==> config.mk <==
export PLATFORM = sky130hd
export DESIGN_NAME = mem_line_arbiter
export DESIGN_NICKNAME = d
export VERILOG_FILES = /design/src/rtl/mem_arb_pkg.sv /design/src/rtl/mem_arb_picker.sv /design/src/rtl/mem_line_arbiter.sv
export SDC_FILE = /design/constraint.sdc
export NUM_CORES = 1
export LEC_CHECK = 0
export BUFFER_PORTS_ARGS = -buffer_cell sky130_fd_sc_hd__buf_2
export CAP_MARGIN = 40
export CORE_AREA = 3 3 260 262
export CTS_BUF_LIST = sky130_fd_sc_hd__clkbuf_16
export DETAILED_ROUTE_END_ITERATION = 8
export DIE_AREA = 0 0 263 265
export GPL_ROUTABILITY_DRIVEN = 0
export GPL_TIMING_DRIVEN = 0
export PLACE_DENSITY = 0.41
export SYNTH_ARGS = -nofsm -noshare
export SYNTH_HDL_FRONTEND = slang
export SYNTH_SLANG_ARGS = --single-unit
==> constraint.sdc <==
create_clock -name clk -period 1.85 [get_ports clk]
set_clock_uncertainty 0.05 [all_clocks]
set_input_delay 0.0925 -clock clk [delete_from_list [all_inputs] [get_ports clk]]
set_output_delay 0.0925 -clock clk [all_outputs]
set_load 0.01 [all_outputs]
==> src/rtl/mem_arb_pkg.sv <==
// Shared types for the main_mem line arbiter: FSM states, port ids and port count.
package mem_arb_pkg;

  localparam int N_PORTS = 2;

  typedef enum logic [1:0] {
    IDLE  = 2'd0,
    ISSUE = 2'd1,
    DONE  = 2'd2
  } arb_state_e;

  typedef logic port_id_t;
  localparam port_id_t ICACHE = 1'b0;
  localparam port_id_t DCACHE = 1'b1;

  function automatic logic [N_PORTS-1:0] port_onehot(input port_id_t p);
    logic [N_PORTS-1:0] oh;
    oh    = '0;
    oh[p] = 1'b1;
    return oh;
  endfunction

endpackage

==> src/rtl/mem_arb_picker.sv <==
// Combinational winner selection for the line arbiter.
// MEM_LINE_ARB_RR_EN selects round-robin; otherwise D-cache has fixed priority.
module mem_arb_picker
  import mem_arb_pkg::*;
(
  input  logic [N_PORTS-1:0] req_i,
  input  port_id_t           rr_i,
  output port_id_t           winner_o,
  output logic               any_req_o,
  output port_id_t           rr_next_o
);

  assign any_req_o = |req_i;

`ifdef MEM_LINE_ARB_RR_EN
  always_comb begin
    // NOTE: every output of an always_comb gets a default first so no path leaves it unassigned (latch).
    winner_o  = ICACHE;
    rr_next_o = ICACHE;
    if (req_i[rr_i]) winner_o = rr_i;
    else             winner_o = ~rr_i;
    rr_next_o = ~winner_o;
  end
`else
  logic unused_rr;
  assign unused_rr = rr_i;

  always_comb begin
    winner_o  = ICACHE;
    rr_next_o = ICACHE;
    if (req_i[DCACHE]) winner_o = DCACHE;
  end
`endif

endmodule

==> src/rtl/mem_line_arbiter.sv <==
// Shares the line-wide main_mem port between I-cache (port 0) and D-cache (port 1).
// Arbitration: MEM_LINE_ARB_RR_EN defined -> round-robin, undefined -> fixed D-cache priority.
module mem_line_arbiter
  import mem_arb_pkg::*;
#(
  parameter  int LINE_ADDR_LEN = 2,
  parameter  int ADDR_LEN      = 7,
  localparam int LINE_SIZE     = 1 << LINE_ADDR_LEN
) (
  input  logic                                    clk,
  input  logic                                    rst,
  input  logic [N_PORTS-1:0]                      s_rd_req,
  input  logic [N_PORTS-1:0]                      s_wr_req,
  input  logic [N_PORTS-1:0][ADDR_LEN-1:0]        s_addr,
  input  logic [N_PORTS-1:0][LINE_SIZE-1:0][31:0] s_wr_line,
  output logic [N_PORTS-1:0]                      s_gnt,
  output logic [LINE_SIZE-1:0][31:0]              s_rd_line,
  output logic                                    m_rd_req,
  output logic                                    m_wr_req,
  output logic [ADDR_LEN-1:0]                     m_addr,
  output logic [LINE_SIZE-1:0][31:0]              m_wr_line,
  input  logic [LINE_SIZE-1:0][31:0]              m_rd_line,
  input  logic                                    m_gnt
);

  arb_state_e                 state_q;
  port_id_t                   owner_q;
  port_id_t                   rr_q;
  port_id_t                   winner;
  port_id_t                   rr_d;
  logic                       any_req;
  logic [N_PORTS-1:0]         gnt_q;
  logic                       m_rd_req_q;
  logic                       m_wr_req_q;
  logic [ADDR_LEN-1:0]        addr_q;
  logic [LINE_SIZE-1:0][31:0] wr_line_q;
  logic [LINE_SIZE-1:0][31:0] rd_line_q;

  mem_arb_picker u_picker (
    .req_i     (s_rd_req | s_wr_req),
    .rr_i      (rr_q),
    .winner_o  (winner),
    .any_req_o (any_req),
    .rr_next_o (rr_d)
  );

  // NOTE: all state here uses <= so every register samples pre-edge values regardless of statement order.
  always_ff @(posedge clk) begin
    if (rst) begin
      state_q    <= IDLE;
      owner_q    <= ICACHE;
      rr_q       <= ICACHE;
      gnt_q      <= '0;
      m_rd_req_q <= 1'b0;
      m_wr_req_q <= 1'b0;
      addr_q     <= '0;
      // NOTE: the line registers are reset as well; both lines are visible at the ports right after reset.
      wr_line_q  <= '0;
      rd_line_q  <= '0;
    end else begin
      gnt_q <= '0;
      unique case (state_q)
        IDLE: begin
          if (any_req) begin
            owner_q    <= winner;
            rr_q       <= rr_d;
            addr_q     <= s_addr[winner];
            wr_line_q  <= s_wr_line[winner];
            m_wr_req_q <= s_wr_req[winner];
            m_rd_req_q <= ~s_wr_req[winner];
            state_q    <= ISSUE;
          end
        end
        ISSUE: begin
          // Completion is unconditional once issued: a requester dropping out does not abort.
          if (m_gnt) begin
            if (m_rd_req_q) rd_line_q <= m_rd_line;
            m_rd_req_q <= 1'b0;
            m_wr_req_q <= 1'b0;
            gnt_q      <= port_onehot(owner_q);
            state_q    <= DONE;
          end
        end
        DONE:    state_q <= IDLE;
        default: state_q <= IDLE;
      endcase
    end
  end

  assign s_gnt     = gnt_q;
  assign s_rd_line = rd_line_q;
  assign m_rd_req  = m_rd_req_q;
  assign m_wr_req  = m_wr_req_q;
  assign m_addr    = addr_q;
  assign m_wr_line = wr_line_q;

  a_gnt_onehot: assert property (@(posedge clk) $onehot0(s_gnt));
  a_dir_excl:   assert property (@(posedge clk) !(m_rd_req && m_wr_req));
  a_req_steady: assert property (@(posedge clk) disable iff (rst)
    ((m_rd_req || m_wr_req) && $past(m_rd_req || m_wr_req)) |-> ($stable(m_addr) && $stable(m_wr_line)));

endmodule

==> flow_summary.toml, run 1 <==
[critical_path]
end_kind = "flip-flop"
reg2reg_slack_ns = -0.03
reg2reg_depth = 5
worstSetupPathType = "reg -> reg"
crit_path_start_kind = "flip-flop"
cp_data_required_time_ns = 2.22
cp.arrival_ns = 2.24
critical_path_peak_fanout = 10

[power_and_ir_drop]
power.density_mw_per_mm2 = 772
peakVddDrop_v = 0.000438
p_leak_nw = 9.00

[clock_tree]
cts_max_level = 2
path_clk_slew_ns = 0.06
tritoncts = "done"
cts_sinks = 270
clk_latency_ns = 0.53
clock_path_buffers = 3
cts_inserted_buffers = 35
clock-root-buffer = "clkbuf_16"

[die]
top_level_ports = 672
rows = 94
dieArea_sq_mm = 0.0697
die_x_microns = 263
start_util_pct = 16.4
core_sq_mm = 0.0656
die_h_microns = 265

[logic_synthesis]
ys_types = 27
ys_seq_elements = 270
syn_area_sq_mm = 0.0108
yosysSeqAreaShare_pct = 50.2
syn_area_per_cell_sq_um = 8.95
synth_nets = 1607
syn_inst = 1202
yosysWarnings = 0

[worst_hold_path]
holdCritPathClass = "in -> reg"
holdPathStages = 3

[drt]
drc = 0
ant_nets = 0
wl_met1_microns = 21000
top_layer = "met4"
routed_wl_microns = 53200
post_drt_via_cell_ratio = 4.09
wl_met3_microns = 3620
vias = 13100
first_pass_iters = 4
drt_iter0_drc = 470
route.met2.wl_microns = 26700
wl_per_cell_microns = 16.6

[grt]
grt_max_degree = 12
overflow = 0
antenna_found_initial = 8
grt_pass1_wl_microns = 80100
first_global_vias = 13800
grt_usage_pct = 14.6

[cells_and_area]
multi_input_area_sq_mm = 0.00482
final_nets = 2723
layout-drive-gt1-share_pct = 34.1
synthToLayoutAreaGrowth_pct = 89.5
register_area_sq_mm = 0.00541
n_fill_cell = 7034

[sta]
slew_viol_final = 0
whs_ns = 0.0750
hold_viol = 0
period_share_pct = 101
slew_headroom_pct = 54.4
rsz0062_at_grt = "true"
final-setup-viol-count = 2
tightest_slew_ns = 0.685
fmax_mhz = 533
min_period_ns = 1.88
setup_slack_ns = -0.0258

[outcome]
violations = "setup timing"
status = "complete, but fails checks"

[placed_design]
io_buffers = 670
dpl.hpwl_microns = 41000
place_worst_setup_slack_ns = -0.471

[flow_run]
drv_cap = 0
-- kinds of logic after synthesis --
kind of cell / synth area share, %
buf+inv: 4.91
mux: 12.6
compound gates: 22.1
flops: 50.2
simple gates: 10.1
-- power breakdown --
group          leakage [nW]  total, W  switching [W]  internal, W
Clock                 0.525   0.00607        0.00263      0.00344
Sequential             2.21   0.00640       0.000206      0.00619
Combinational          6.26   0.00326        0.00155      0.00171
Total                  9.00    0.0157        0.00439       0.0113
-- state kept, by name, summed over array words and instances (netlist names) --
name and cells:
m_wr_req 1, s_rd_line 128, s_gnt 2, state_q 2, m_rd_req 1, m_addr 7
m_wr_line 128, owner_q 1
-- per-stage QoR --
stage	cell area (sq um)	total power, W	util [%]	instances	TNS, ns
after floorplan	10800	0.00766	-	1202	0
after global placement	15200	0.00898	23.1	2736	-169.29
after detailed placement	15300	0.00902	23.3	2741	-52.67
after CTS	20300	0.0160	31.0	3203	0
after global routing	20400	0.0166	31.1	3209	-3.30
final	20400	0.0157	31.1	3211	-0.0402
-- worst paths after layout --
path                                     start       endpoint
worst max-delay path                state_q[0]  m_wr_line[72]
worst min-delay path            s_wr_line[225]  m_wr_line[97]
worst max register to register      state_q[0]  m_wr_line[72]
worst min register to register   s_rd_line[13]  s_rd_line[13]
-- routing by layer --
layer,up-vias,global-route usage (%)
met3,90,4.14
met4,0,5.92
met2,491,26.1
met1,6031,16.3
li1,6510,-
met5,-,0
-- cells in the final DEF, fill, tap and decap left out, types with 3 or more instances in the layout --
cell type      instances
clkinv_1               7
buf_1                  5
nand2_1              256
nor2_1                 4
clkinv_2               6
clkbuf_16             35
inv_6                  3
buf_12                 3
a211oi_1             135
dfxtp_1              270
buf_2                714
inv_1                  8
buf_6                  4
a21oi_1              265
buf_8                  3
mux2i_1              135
clkbuf_1              42
diode_2                6
buf_4                  6
clkbuf_2              17
dlygate4sd3_1        401
-- critical path: stages, from the launching register on --
cell      delay (ns)
dfxtp_1         0.35
nor2_1          0.26
buf_4           0.30
buf_1           0.37
a21oi_1         0.12
a211oi_1        0.29
-- area by class of cell --
type	instances	area share [%]
tap	864	5.30
timing repair buffer	1079	36.8
multi-input combinational	814	23.7
buffer	117	2.73
clock buffer	35	4.30
antenna	6	0.0737
sequential	270	26.5
inverter	1	0.0184
clock inverter	25	0.620
-- synthesized netlist by cell type (all sizes together) --
library cell,count,area (sq um)
nor2,6,37.5
a21oi,265,1330
or2,1,6.26
nand3b,2,15.0
and2,1,6.26
or4,1,7.51
buf,63,322
o21bai,1,7.51
and4b,1,10.0
nand4b,1,8.76
nand4,1,6.26
o21ai,2,10.0
clkbuf,54,203
nand2b,1,6.26
o211ai,1,7.51
dfxtp,270,5410
inv,1,3.75
mux2i,135,1350
a211oi,135,1010
a2111oi,2,17.5
nand2,256,961
nor3,1,5.00
nor4,1,21.3
-- timing repair --
action                     CTS  global route
buffers inserted             1             2
gates cloned                 0             0
gates resized for setup     14            14
hold buffers               401             0
hold endpoints to repair   268             0
setup endpoints to repair  130           124
pin swaps                    1             1
(Power assumes the default switching activity.)
==> run 2, diff against run 1 <==
Settings changed: CTS_CLUSTER_SIZE from default to 24, REMOVE_ABC_BUFFERS from default to 1.
==> flow_summary.toml, run 2 (synthesized netlist as in run 1, its figures left out) <==
[die]
rows = 94
core_sq_mm = 0.0656
start_util_pct = 16.4
top_level_ports = 672
dieArea_sq_mm = 0.0697
die_h_microns = 265
die_x_microns = 263

[grt]
grt_usage_pct = 14.9
grt_pass1_wl_microns = 81900
grt_max_degree = 122
antenna_found_initial = 19
overflow = 0
first_global_vias = 13600

[drt]
routed_wl_microns = 55700
first_pass_iters = 4
drc = 0
wl_per_cell_microns = 17.8
drt_iter0_drc = 529
vias = 13100
ant_nets = 0
post_drt_via_cell_ratio = 4.17

[sta]
rsz0062_at_grt = "false"
min_period_ns = 1.75
tightest_slew_ns = 0.680
hold_viol = 0
slew_headroom_pct = 54.7
tns_ns = 0
whs_ns = 0.0225
slew_viol_final = 0
period_share_pct = 94.8
final-setup-viol-count = 0
fmax_mhz = 570
setup_slack_ns = 0.0959

[clock_tree]
cts_sinks = 270
tritoncts = "done"
clock-root-buffer = "clkbuf_16"
clock_path_buffers = 3
path_clk_slew_ns = 0.06
cts_inserted_buffers = 35
cts_max_level = 2
clk_latency_ns = 0.52

[critical_path]
cp_data_required_time_ns = 2.19
cp.arrival_ns = 2.09
reg2reg_depth = 5
reg2reg_slack_ns = 0.1
r2r-end = "m_wr_line[54]"
critical_path_peak_fanout = 34
crit_path_start_kind = "flip-flop"
cpPeakStageDelay_ns = 0.38
rr_startpoint = "state_q[1]"
worstSetupPathType = "reg -> reg"
crit_slowest_cell = "dfxtp_4"
path_cells = "or2_2 -> nor2_4 -> buf_4 -> buf_12 -> a211oi_1"
end_kind = "flip-flop"

[cells_and_area]
synthToLayoutAreaGrowth_pct = 90.6
layout-drive-gt1-share_pct = 34.0
final_common_cell = "buf_2"
register_area_sq_mm = 0.00541
final_cell_mix = "buf_2 (670), dlygate4sd3_1 (403), dfxtp_1 (268)"
multi_input_area_sq_mm = 0.00486
n_fill_cell = 6936
final_nets = 2641

[worst_hold_path]
min_from = "s_wr_req[0]"
holdCritPathClass = "in -> reg"
holdPathStages = 4
hold_path_end = "m_rd_req"

[power_and_ir_drop]
peakVddDrop_v = 0.000623
power_w = 0.0162
power.density_mw_per_mm2 = 790
p_leak_nw = 8.97

[placed_design]
dpl.hpwl_microns = 39200
place_worst_setup_slack_ns = -0.497
io_buffers = 671

[flow_run]
drv_cap = 0

[outcome]
status = "completed"
## run 2: changes by cell type in the layout (fill, tap and decap cells not counted), sizes merged
cell	previous run	this run
and4b	1	3
buf	735	707
bufinv	0	2
clkbuf	95	39
clkinv	15	16
diode	6	7
dlygate4sd3	401	403
inv	11	6
## run 2: through the flow
stage               std cells  util, %  instance area [sq um]
floorplan                1085        -                  10200
global placement         2620     22.4                  14700
detailed placement       2646     23.2                  15200
CTS                      3115     31.0                  20400
global route             3128     31.2                  20500
finish                   3130     31.2                  20500
## run 2: repair_timing
item | 4_1_cts | 5_1_grt
endpoints found under the hold margin | 269 | 0
pin swaps | 3 | 2
hold buffers | 404 | 0
cloned | 2 | 2
gates resized for setup | 4 | 2
endpoints found under the setup margin | 136 | 88
setup buffers | 5 | 9
## run 2: area by class of cell
cell class | count | area share, %
diodes | 7 | 0.0854
clock buffers | 37 | 4.52
clock inverters | 23 | 0.726
inverters | 1 | 0.0183
multi-input cells | 816 | 23.7
flip-flops and latches | 270 | 26.4
well taps | 864 | 5.27
repair buffers | 1112 | 39.3
## run 2: worst max path at each step
stage                      startpoint              to  slack [ns]  cells after the start
after floorplan            state_q[0]         owner_q       -3.39                      3
after global placement     state_q[1]         owner_q       -7.41                      3
after detailed placement  s_wr_req[1]  m_wr_line[124]       -0.50                      7
after CTS                  state_q[1]   s_rd_line[95]        0.03                      8
after global routing         m_rd_req   s_rd_line[92]       0.005                      8
final                      state_q[1]   m_wr_line[54]         0.1                      5
## run 2: routing by layer
layer	GRT usage (%)	wire length, microns
met2	26.7	27600
met1	16.4	21800
met5	0	39
met3	5.43	4800
met4	4.28	1420
## run 2: power breakdown
part           switching, W  internal, W
Combinational       0.00153      0.00171
Sequential         0.000195      0.00619
Clock               0.00270      0.00386
## run 2: critical path: cells and delay by family (launching register included)
family	cells	cell delay, ns
buffers and inverters	2	0.49
AO/OA/AOI/OAI	1	0.11
flip-flops	1	0.38
AND/OR/NAND/NOR	2	0.56
